`src/rtl/ex_pkg.sv`:
```
// Shared constants for the execute stage: opcodes for both ALU classes,
// branch condition codes, flag bit positions and a flag packing helper.
package ex_pkg;

  // alu_mode = 1 opcodes
  localparam logic [2:0] ALU_PASS  = 3'b000;
  localparam logic [2:0] ALU_ADD   = 3'b001;
  localparam logic [2:0] ALU_SUB   = 3'b010;
  localparam logic [2:0] ALU_AND   = 3'b011;
  localparam logic [2:0] ALU_OR    = 3'b100;
  localparam logic [2:0] ALU_XOR   = 3'b101;
  localparam logic [2:0] ALU_NOT   = 3'b110;
  localparam logic [2:0] ALU_PASS2 = 3'b111;

  // alu_mode = 0 opcodes
  localparam logic [2:0] OP_MOV    = 3'b000;
  localparam logic [2:0] OP_MOVT   = 3'b001;
  localparam logic [2:0] OP_CLR    = 3'b010;
  localparam logic [2:0] OP_SET    = 3'b011;
  localparam logic [2:0] OP_LSL    = 3'b100;
  localparam logic [2:0] OP_LSR    = 3'b101;
  localparam logic [2:0] OP_BCOND  = 3'b110;
  localparam logic [2:0] OP_B      = 3'b111;

  // Branch condition codes
  localparam logic [3:0] CC_EQ = 4'h0;
  localparam logic [3:0] CC_NE = 4'h1;
  localparam logic [3:0] CC_CS = 4'h2;
  localparam logic [3:0] CC_CC = 4'h3;
  localparam logic [3:0] CC_MI = 4'h4;
  localparam logic [3:0] CC_PL = 4'h5;
  localparam logic [3:0] CC_VS = 4'h6;
  localparam logic [3:0] CC_VC = 4'h7;
  localparam logic [3:0] CC_HI = 4'h8;
  localparam logic [3:0] CC_LS = 4'h9;
  localparam logic [3:0] CC_GE = 4'hA;
  localparam logic [3:0] CC_LT = 4'hB;
  localparam logic [3:0] CC_GT = 4'hC;
  localparam logic [3:0] CC_LE = 4'hD;
  localparam logic [3:0] CC_AL = 4'hE;
  localparam logic [3:0] CC_NV = 4'hF;

  // Flag bit positions inside the 4-bit flags vector
  localparam int FLAG_N = 3;
  localparam int FLAG_C = 2;
  localparam int FLAG_Z = 1;
  localparam int FLAG_V = 0;

  // Direction of the iterative shifter
  typedef enum logic {
    SHIFT_RIGHT = 1'b0,
    SHIFT_LEFT  = 1'b1
  } shift_dir_e;

  // Place individual flag bits at their defined positions
  function automatic logic [3:0] pack_flags(input logic n, input logic c,
                                            input logic z, input logic v);
    logic [3:0] f;
    f         = 4'b0000;
    f[FLAG_N] = n;
    f[FLAG_C] = c;
    f[FLAG_Z] = z;
    f[FLAG_V] = v;
    return f;
  endfunction

endpackage

```
`src/rtl/ex_cond_eval.sv`:
```
// Combinational branch condition evaluator: cond + {N,C,Z,V} -> taken.
import ex_pkg::*;

module ex_cond_eval (
  input  logic [3:0] cond,
  input  logic [3:0] flags,
  output logic       taken
);

  logic n;
  logic c;
  logic z;
  logic v;

  assign n = flags[FLAG_N];
  assign c = flags[FLAG_C];
  assign z = flags[FLAG_Z];
  assign v = flags[FLAG_V];

  // Decode the condition code against the current flags
  always_comb begin
    taken = 1'b0;
    case (cond)
      CC_EQ:   taken = z;
      CC_NE:   taken = !z;
      CC_CS:   taken = c;
      CC_CC:   taken = !c;
      CC_MI:   taken = n;
      CC_PL:   taken = !n;
      CC_VS:   taken = v;
      CC_VC:   taken = !v;
      CC_HI:   taken = c && !z;
      CC_LS:   taken = !c || z;
      CC_GE:   taken = (n == v);
      CC_LT:   taken = (n != v);
      CC_GT:   taken = !z && (n == v);
      CC_LE:   taken = z || (n != v);
      CC_AL:   taken = 1'b1;
      CC_NV:   taken = 1'b0;
      default: taken = 1'b0;
    endcase
  end

endmodule

```
`src/rtl/ex_stage.sv`:
```
// Execute stage: ALU, move/constant ops, shifts and branch resolution with a
// valid/ready handshake on both sides and registered result/flags.
// Configuration macro EX_BARREL_SHIFT_EN: when defined, LSL/LSR complete in a
// single cycle; when undefined, shifts iterate one bit per cycle with busy high.
import ex_pkg::*;

module ex_stage #(
  parameter int DATA_W = 32,
  parameter int IMM_W  = 16
) (
  input  logic              clk,
  input  logic              rst,
  input  logic              in_valid,
  output logic              in_ready,
  input  logic              alu_mode,
  input  logic              use_reg,
  input  logic              set_flags,
  input  logic [2:0]        op,
  input  logic [3:0]        cond,
  input  logic [DATA_W-1:0] op1,
  input  logic [DATA_W-1:0] op2,
  input  logic [IMM_W-1:0]  imm,
  output logic              out_valid,
  input  logic              out_ready,
  output logic [DATA_W-1:0] result,
  output logic              branch_taken,
  output logic [3:0]        flags,
  output logic              busy
);

  localparam int MSB  = DATA_W - 1;
  // Shift amount field covers 0 .. 2*DATA_W-1 so over-range amounts are seen
  localparam int SH_W = $clog2(DATA_W) + 1;
  localparam logic [SH_W-1:0] SH_FULL = SH_W'(DATA_W);
  localparam logic [SH_W-1:0] SH_ONE  = SH_W'(1);

  logic [DATA_W-1:0] imm_sext;
  logic [DATA_W-1:0] opb;
  logic [DATA_W:0]   add_full;
  logic [DATA_W-1:0] sub_res;
  logic [DATA_W-1:0] alu_res;
  logic              alu_c;
  logic              alu_v;
  logic [3:0]        alu_flags;
  logic [DATA_W-1:0] mov_res;
  logic              mov_taken;
  logic              start_shift;
  logic [DATA_W-1:0] next_res;
  logic              next_taken;
  logic              cond_taken;
  logic              accept;
  logic [SH_W-1:0]   sh_amt;
  logic              sh_over;
  logic [SH_W-1:0]   sh_cnt_init;
  logic [SH_W-1:0]   sh_cnt;
  shift_dir_e        sh_dir;

  assign imm_sext    = {{(DATA_W-IMM_W){imm[IMM_W-1]}}, imm};
  assign opb         = use_reg ? op2 : imm_sext;
  assign add_full    = {1'b0, op1} + {1'b0, opb};
  assign sub_res     = op1 - opb;
  assign sh_amt      = imm[SH_W-1:0];
  assign sh_over     = (sh_amt >= SH_FULL);
  assign sh_cnt_init = sh_over ? SH_FULL : sh_amt;

  assign in_ready = !busy && (!out_valid || out_ready);
  assign accept   = in_valid && in_ready;

  // Branches are resolved against the registered flags, which already hold
  // the outcome of any flag-setting op accepted on an earlier edge.
  ex_cond_eval u_cond_eval (
    .cond  (cond),
    .flags (flags),
    .taken (cond_taken)
  );

  // Arithmetic/logic class: result plus carry and overflow
  always_comb begin
    alu_res = op1;
    alu_c   = 1'b0;
    alu_v   = 1'b0;
    case (op)
      ALU_ADD: begin
        alu_res = add_full[MSB:0];
        alu_c   = add_full[DATA_W];
        alu_v   = (op1[MSB] == opb[MSB]) && (add_full[MSB] != op1[MSB]);
      end
      ALU_SUB: begin
        alu_res = sub_res;
        alu_c   = (op1 >= opb);
        alu_v   = (op1[MSB] != opb[MSB]) && (sub_res[MSB] != op1[MSB]);
      end
      ALU_AND:   alu_res = op1 & opb;
      ALU_OR:    alu_res = op1 | opb;
      ALU_XOR:   alu_res = op1 ^ opb;
      ALU_NOT:   alu_res = ~op1;
      ALU_PASS:  alu_res = op1;
      ALU_PASS2: alu_res = op1;
      default:   alu_res = op1;
    endcase
  end

  assign alu_flags = pack_flags(alu_res[MSB], alu_c, (alu_res == '0), alu_v);

  // Move / constant / shift / branch class
  always_comb begin
    mov_res     = '0;
    mov_taken   = 1'b0;
    start_shift = 1'b0;
    case (op)
      OP_MOV:  mov_res = imm_sext;
      OP_MOVT: begin
        mov_res        = op1;
        mov_res[31:16] = imm_sext[15:0];
      end
      OP_CLR:  mov_res = '0;
      OP_SET:  mov_res = '1;
`ifdef EX_BARREL_SHIFT_EN
      OP_LSL:  mov_res = sh_over ? '0 : (op1 << sh_amt);
      OP_LSR:  mov_res = sh_over ? '0 : (op1 >> sh_amt);
`else
      OP_LSL, OP_LSR: begin
        // A zero amount finishes at once with op1; otherwise iterate
        mov_res     = op1;
        start_shift = (sh_cnt_init != '0);
      end
`endif
      OP_BCOND: mov_taken = cond_taken;
      OP_B:     mov_taken = 1'b1;
      default: begin
        mov_res   = '0;
        mov_taken = 1'b0;
      end
    endcase
  end

  // Select between the two op classes
  always_comb begin
    if (alu_mode) begin
      next_res   = alu_res;
      next_taken = 1'b0;
    end else begin
      next_res   = mov_res;
      next_taken = mov_taken;
    end
  end

  // Output registers, flag register and the iterative shifter
  always_ff @(posedge clk) begin
    if (rst) begin
      out_valid    <= 1'b0;
      busy         <= 1'b0;
      branch_taken <= 1'b0;
      result       <= '0;
      flags        <= 4'b0000;
      sh_cnt       <= '0;
      sh_dir       <= SHIFT_RIGHT;
    end else if (accept) begin
      branch_taken <= next_taken;
      if (alu_mode && set_flags) begin
        flags <= alu_flags;
      end else begin
        flags <= flags;
      end
      if (start_shift) begin
        // result doubles as the shift working register while busy
        result    <= op1;
        busy      <= 1'b1;
        out_valid <= 1'b0;
        sh_cnt    <= sh_cnt_init;
        sh_dir    <= (op == OP_LSL) ? SHIFT_LEFT : SHIFT_RIGHT;
      end else begin
        result    <= next_res;
        out_valid <= 1'b1;
      end
    end else if (busy) begin
      if (sh_dir == SHIFT_LEFT) begin
        result <= result << 1;
      end else begin
        result <= result >> 1;
      end
      sh_cnt <= sh_cnt - SH_ONE;
      if (sh_cnt == SH_ONE) begin
        busy      <= 1'b0;
        out_valid <= 1'b1;
      end else begin
        busy      <= 1'b1;
        out_valid <= 1'b0;
      end
    end else if (out_valid && out_ready) begin
      out_valid <= 1'b0;
    end else begin
      out_valid <= out_valid;
    end
  end

endmodule

```
`config.mk`:
```
export PLATFORM = sky130hd
export DESIGN_NAME = ex_stage
export DESIGN_NICKNAME = d
export VERILOG_FILES = /design/src/rtl/ex_pkg.sv /design/src/rtl/ex_cond_eval.sv /design/src/rtl/ex_stage.sv
export SDC_FILE = /design/constraint.sdc
export NUM_CORES = 1
export LEC_CHECK = 0
export CORE_MARGIN = 2
export CORE_UTILIZATION = 29
export CTS_BUF_LIST = sky130_fd_sc_hd__clkbuf_4
export DETAILED_ROUTE_END_ITERATION = 10
export GPL_TIMING_DRIVEN = 0
export PLACE_DENSITY_LB_ADDON = 0.1
export SYNTH_ARGS = -nofsm -noshare
export SYNTH_HDL_FRONTEND = slang
export SYNTH_HIERARCHICAL = 1
export SYNTH_SLANG_ARGS = --single-unit
```
`constraint.sdc`:
```
create_clock -name clk -period 6.8 [get_ports clk]
set_clock_uncertainty 0.15 [all_clocks]
set_input_delay 1.36 -clock clk [delete_from_list [all_inputs] [get_ports clk]]
set_output_delay 1.36 -clock clk [all_outputs]
set_load 0.01 [all_outputs]
```
==> results.tsv, run 1 <==
stage	metric	value	unit
run_status	status	complete, no violations	
synthesis	Mapped Nets	1781	
synthesis	ys flop type	dfxtp_1	
setup_path	cell family with most CP delay	buffers and inverters	
routing	final wirelength	60480	um
setup_path	Worst path slowest cell	clkbuf_1	
die	Core ar.	35740	um^2
synthesis	syn_area_per_cell	6.665	um^2
setup_path	critical-path cell list	clkdlybuf4s50_1 > buf_2 > nor3b_2 > clkbuf_1 > clkbuf_1 > clkbuf_1 > a21oi_1 > a21oi_1 > o31ai_1 > nor4_1 > nand4_1 > o21ai_1	
setup_path	Worst path max stage delay	0.95	ns
routing	1st-pass router iterations	8	
routing	antenna viol nets, final	0	
clock_tree	CTS Buf Count	5	
die	die area	38000	um^2
clock_tree	clk sinks	46	
routing	via density per instance	6.308	
global_routing	largest net degree at the start of global routing	15	
pwr	Psw	0.9235	mW
layout	Layout Cells excl Fill	2186	
pwr	total power draw	1.731	mW
setup_path	crit path capture type	flip-flop	
clock_tree	Clock Latency Late Sink	0.39	ns
pwr	part of the power in combinational logic	0.704	
setup_path	Setup CP Type	in -> reg	
synthesis	Synth area leader	ha_1	
clock_tree	largest buffer count on any clock path	2	
layout	layout cells sized above 1	0.04237	
routing	initial DRC count	1385	
pwr	leakage	4.790	nW
clock_tree	Post-CTS Setup Inserts	0	
placement	Cells after DPL	2177	
synthesis	Synth area leaders	ha_1 12%, a21oi_1 11%, dfxtp_1 8.7%, mux2i_1 5.8%, o21ai_0 5.5%	
routing	routed via count	13790	
pwr	P_int	0.8077	mW
setup_path	Startpoint Class	input pin	
layout	most frequent cells in the layout	222 x a21oi_1, 132 x nor2_1, 130 x clkdlybuf4s50_1	
global_routing	Congestion Overflow GR	0	
synthesis	Gate Count Post-Synth	1586	
layout	Filler cells	3970	
layout	leading cell type in the layout, fill and taps excluded	a21oi_1	
sta	Final WS setup	0.1760	ns
synthesis	ys async rst share	0	
flow_run	MaxCap Viol Count	0	
pwr	Clock power frac	0.104	
sta	crit share post-route	0.9741	
sta	unrepaired setup endpoints after global routing	no	
die	I/O pin count	134	
pwr	Flop pwr share	0.191	
pwr	Peak VDD IR	0.00005828	V
clock_tree	Reg clk slew, reported paths	0.15	ns
synthesis	synthesized cell area	10570	um^2
clock_tree	H-tree depth	2	
pwr	PwrDens	137.8	nW/um^2
die	num rows	69	
die	Die H	194.9	um
placement	Placed Instance Area	12450	um^2
layout	design area	12570	um^2
placement	hpwl dp	48380	um
sta	Hold WS	0.3397	ns
global_routing	GR Util All Layers	0.3091	
setup_path	required time of the critical path	6.98	ns
sta	final slew viol count	0	
clock_tree	CTS tree	done	
placement	routability cong.	0.9919	
layout	nets	1917	
layout	Syn-to-layout area delta	18.87	%
sta	setup TNS	0	ns
sta	Final Critical Period	6.624	ns
layout	Util after Layout	0.3516	
synthesis	synth warn	6	
sta	Fmax achieved	151.0	MHz
placement	port buffer count	130	
global_routing	first-pass GRT wire length	88510	um
setup_path	Arr. time, crit path	6.81	ns
worst_hold_path	HP Class	reg -> reg	
setup_path	Worst Path Buf+Inv	5	
synthesis	Synth Register Bits	46	
global_routing	initial antenna violation count	3	
synthesis	number of flops mapped to enable cells by yosys	0	
placement	pre-CTS WS	-0.7975	ns
synthesis	Synth top area share	0.1172	
setup_path	most used cell, CP	clkbuf_1	
die	Die X	194.9	um
synthesis	post-synthesis sequential area ratio	0.08711	
global_routing	vias in the first global route	12990	
routing	DR WL/cell	27.67	um
routing	Residual DRC	0	
die	initial cell density of the core	0.2958	
sta	setup violators final	0	
clock_tree	Root Driver	clkbuf_4	
sta	Hold Fails Final Rpt	0	
pwr	switching share of power	0.5334	
setup_path	crit-path max FO	10	
sta	Worst-Margin Slew	1.219	ns
sta	max_slew headroom	0.1853	
synthesis	number of distinct library cells after synthesis	97	
-- tightest hold or removal path: cells and delay by family, from the launching register on --
family / cells / cell delay [ns]
flip-flops: 1 / 0.34
AO/OA/AOI/OAI: 2 / 0.12
-- layout make-up --
cell class                      count  area, um^2  share of cell area
Timing Repair Buffer              130        1301              0.1036
Clock inverter                      2       37.54            0.002987
Multi-Input combinational cell   1306        8748              0.6962
Buffer                            126       529.3             0.04212
Tap cell                          461       576.8             0.04590
Clock buffer                        6       45.04            0.003585
Inverter                          107       401.6             0.03196
Sequential cell                    46       920.9             0.07328
Antenna cell                        2       5.005           0.0003983
-- sequential cells by signal, indices dropped and copies added (netlist names) --
register      cells
busy              1
sh_cnt            6
sh_dir            1
branch_taken      1
flags             4
out_valid         1
result           32
-- final timing paths --
path,start,slack [ns],depth (start not counted),end
hold / removal,sh_cnt[4],0.34,2,sh_cnt[4]
setup reg to reg,out_valid,2.41,10,flags[1]
hold reg to reg,sh_cnt[4],0.34,2,sh_cnt[4]
setup / recovery,op[1],0.18,12,flags[1]
-- power by group through the flow --
stage	sequential (mW)	combinational (mW)	clock (mW)
floorplan	0.337	0.701	0
global placement	0.337	1.18	0
detailed placement	0.337	1.17	0
CTS	0.331	1.18	0.182
global route	0.336	1.30	0.192
finish	0.331	1.22	0.181
-- cell families (layout without fill, tap and decap cells) --
kind of cell,after synthesis,in the layout,synth area share
AOI/OAI and AO/OA,683,683,0.4263
xor gates and xnor gates,12,12,0.009942
and+or+nand+nor,445,445,0.2065
DFF,46,46,0.08711
other,0,2,0
adders and majority gates,101,101,0.1210
buffers and inverters,234,371,0.08711
muxes,65,65,0.06202
-- cell usage after synthesis, types with 6 or more instances --
master,instances
a211oi_1,46
o211ai_1,39
or3_1,7
a221oi_1,12
nand3_1,29
mux2i_1,61
a21o_1,20
o221ai_1,12
nand4_1,8
a31oi_1,19
a311oi_1,9
nor3_1,40
buf_2,19
a221o_1,9
a222oi_1,6
or2_2,8
o21ai_1,12
inv_1,104
o21ai_0,116
clkbuf_1,95
a21oi_1,223
a32o_1,6
nor4_1,14
or2_1,6
nand2_1,109
xnor2_1,7
nor2_1,132
nor2b_1,23
and3_1,10
o31a_1,8
o21a_1,9
o21bai_1,9
nand2b_1,19
dfxtp_1,46
ha_1,99
o2111ai_1,8
nand3b_1,6
o31ai_1,17
buf_1,9
a211o_1,9
and2_1,8
o22ai_1,14
-- metal layers --
metal  vias to the layer above  routed length, um  global-route usage
met2                       778              25740              0.4784
met4                         0               3007              0.1399
met3                       154               5589             0.05275
met1                      6630              26140              0.4182
li1                       6227                  -                   -
met5                         -                  0                   0
-- timing repair --
item,CTS,global route
hold buffers,0,0
hold endpoints to repair,0,0
pin swaps,0,0
endpoints found under the setup margin,4,4
resized for setup,6,5
Note: power is estimated with default switching activity, not from simulation.
==> inputs of run 2 (changes only) <==
--- a/config.mk
+++ b/config.mk
@@ -10,7 +10,8 @@
 export CTS_BUF_LIST = sky130_fd_sc_hd__clkbuf_4
 export DETAILED_ROUTE_END_ITERATION = 10
 export GPL_TIMING_DRIVEN = 0
-export PLACE_DENSITY_LB_ADDON = 0.1
+export MAX_ROUTING_LAYER = met4
+export PLACE_DENSITY_LB_ADDON = 0.3
 export SYNTH_ARGS = -nofsm -noshare
 export SYNTH_HDL_FRONTEND = slang
 export SYNTH_HIERARCHICAL = 1
==> results.tsv, run 2 (synthesized netlist as in run 1, its figures left out) <==
stage	metric	value	unit
run_status	status	complete, no violations	
clock_tree	largest buffer count on any clock path	2	
die	Die H	194.9	um
die	I/O pin count	134	
global_routing	Congestion Overflow GR	0	
clock_tree	clk sinks	46	
global_routing	GR Util All Layers	0.2987	
setup_path	Worst path slowest cell	a211oi_1	
clock_tree	CTS tree	done	
sta	Final Critical Period	6.663	ns
layout	nets	1918	
routing	initial DRC count	2015	
routing	antenna viol nets, final	0	
die	initial cell density of the core	0.2958	
routing	DR WL/cell	26.31	um
setup_path	most used cell, CP	nand4_1	
sta	setup violators final	0	
sta	final slew viol count	0	
routing	via density per instance	6.347	
routing	1st-pass router iterations	6	
die	Die X	194.9	um
sta	Worst-Margin Slew	1.109	ns
die	die area	38000	um^2
global_routing	vias in the first global route	12850	
sta	Fmax achieved	150.1	MHz
clock_tree	CTS Buf Count	5	
clock_tree	H-tree depth	2	
pwr	PwrDens	136.9	nW/um^2
pwr	Peak VDD IR	0.00007127	V
clock_tree	post-cts sizing count	1	
layout	Util after Layout	0.3508	
layout	leading cell type in the layout, fill and taps excluded	a21oi_1	
clock_tree	Root Driver	clkbuf_4	
layout	Layout Cells excl Fill	2185	
clock_tree	Reg clk slew, reported paths	0.14	ns
routing	Residual DRC	0	
flow_run	MaxCap Viol Count	0	
setup_path	crit path capture type	flip-flop	
placement	port buffer count	130	
setup_path	Worst path max stage delay	0.57	ns
layout	max FFs per register	32	
setup_path	crit-path max FO	10	
sta	Hold Fails Final Rpt	0	
layout	Top Registers	result x32, sh_cnt x6, flags x4	
layout	Largest Register	result	
global_routing	largest net degree at the start of global routing	16	
layout	layout cells sized above 1	0.04118	
placement	routability cong.	1.037	
die	Core ar.	35740	um^2
sta	Hold WS	0.3596	ns
layout	Syn-to-layout area delta	18.62	%
sta	unrepaired setup endpoints after global routing	no	
placement	Cells after DPL	2177	
sta	max_slew headroom	0.2592	
setup_path	critical-path cell list	clkbuf_1 > buf_2 > mux2i_1 > inv_1 > ha_1 > fa_1 > a211oi_1 > nor2_1 > a221o_1 > a21oi_1 > o2111ai_1 > a2111oi_2 > nand4_1 > or4_1 > nor4_1 > nand4_1 > o21ai_1	
global_routing	first-pass GRT wire length	84100	um
placement	hpwl dp	46370	um
sta	crit share post-route	0.9799	
global_routing	initial antenna violation count	0	
pwr	total power draw	1.716	mW
setup_path	required time of the critical path	6.99	ns
worst_hold_path	HP Class	reg -> reg	
clock_tree	Post-CTS Setup Inserts	0	
layout	most frequent cells in the layout	222 x a21oi_1, 132 x nor2_1, 130 x clkdlybuf4s50_1	
setup_path	Setup CP Type	in -> reg	
pwr	leakage	4.780	nW
routing	routed via count	13870	
setup_path	Startpoint Class	input pin	
layout	Ant. Diodes	0	
clock_tree	Clock Latency Late Sink	0.39	ns
setup_path	Arr. time, crit path	6.86	ns
clock_tree	Post-CTS Hold Fix Bufs	0	
routing	final wirelength	57490	um
die	num rows	69	
[run 2: where the power goes]
group	internal [mW]	switching, mW
clock network	0.0771	0.100
logic	0.428	0.780
registers	0.298	0.0334
total	0.803	0.914
[run 2: final timing paths]
path              startpoint   endpoint  slack [ns]  cells past startpoint
setup reg to reg   out_valid   flags[1]        2.86                     10
hold / removal     sh_cnt[4]  sh_cnt[4]        0.36                      2
setup / recovery     use_reg   flags[1]        0.14                     17
hold reg to reg    sh_cnt[4]  sh_cnt[4]        0.36                      2
[run 2: layout make-up]
type	count	area, um^2
multi-input cells	1306	8733
repair buffers	130	1301
well taps	461	576.8
plain buffers	127	523.0
inverters	107	401.6
clock buffers	5	37.54
clock inverters	3	45.04
fillers	3953	23200
flip-flops and latches	46	920.9
[run 2: per-stage QoR]
| step | TNS (ns) | cell area, um^2 | worst slack (ns) |
|---|---|---|---|
| after global routing | 0 | 12540 | 0.07261 |
| after CTS | 0 | 12530 | 0.05125 |
| after global placement | -1.312 | 12450 | -0.5435 |
| final | 0 | 12540 | 0.1366 |
| after floorplan | 0 | 10570 | 1.389 |
| after detailed placement | -1.434 | 12450 | -0.4952 |
[run 2: worst max-delay path, delay by kind of cell]
kind	cells	cell delay, ns
AO/OA/AOI/OAI	6	1.95
AND/OR/NAND/NOR	5	1.51
buffers and inverters	3	1.05
adder cells (fa/ha/maj)	2	0.69
multiplexers	1	0.31
[run 2: layer usage]
metal  global-route usage  wire, um
met2               0.4560     24920
met3              0.03991      5919
met5                    -         0
met1               0.3910     23650
met4               0.1366      2992
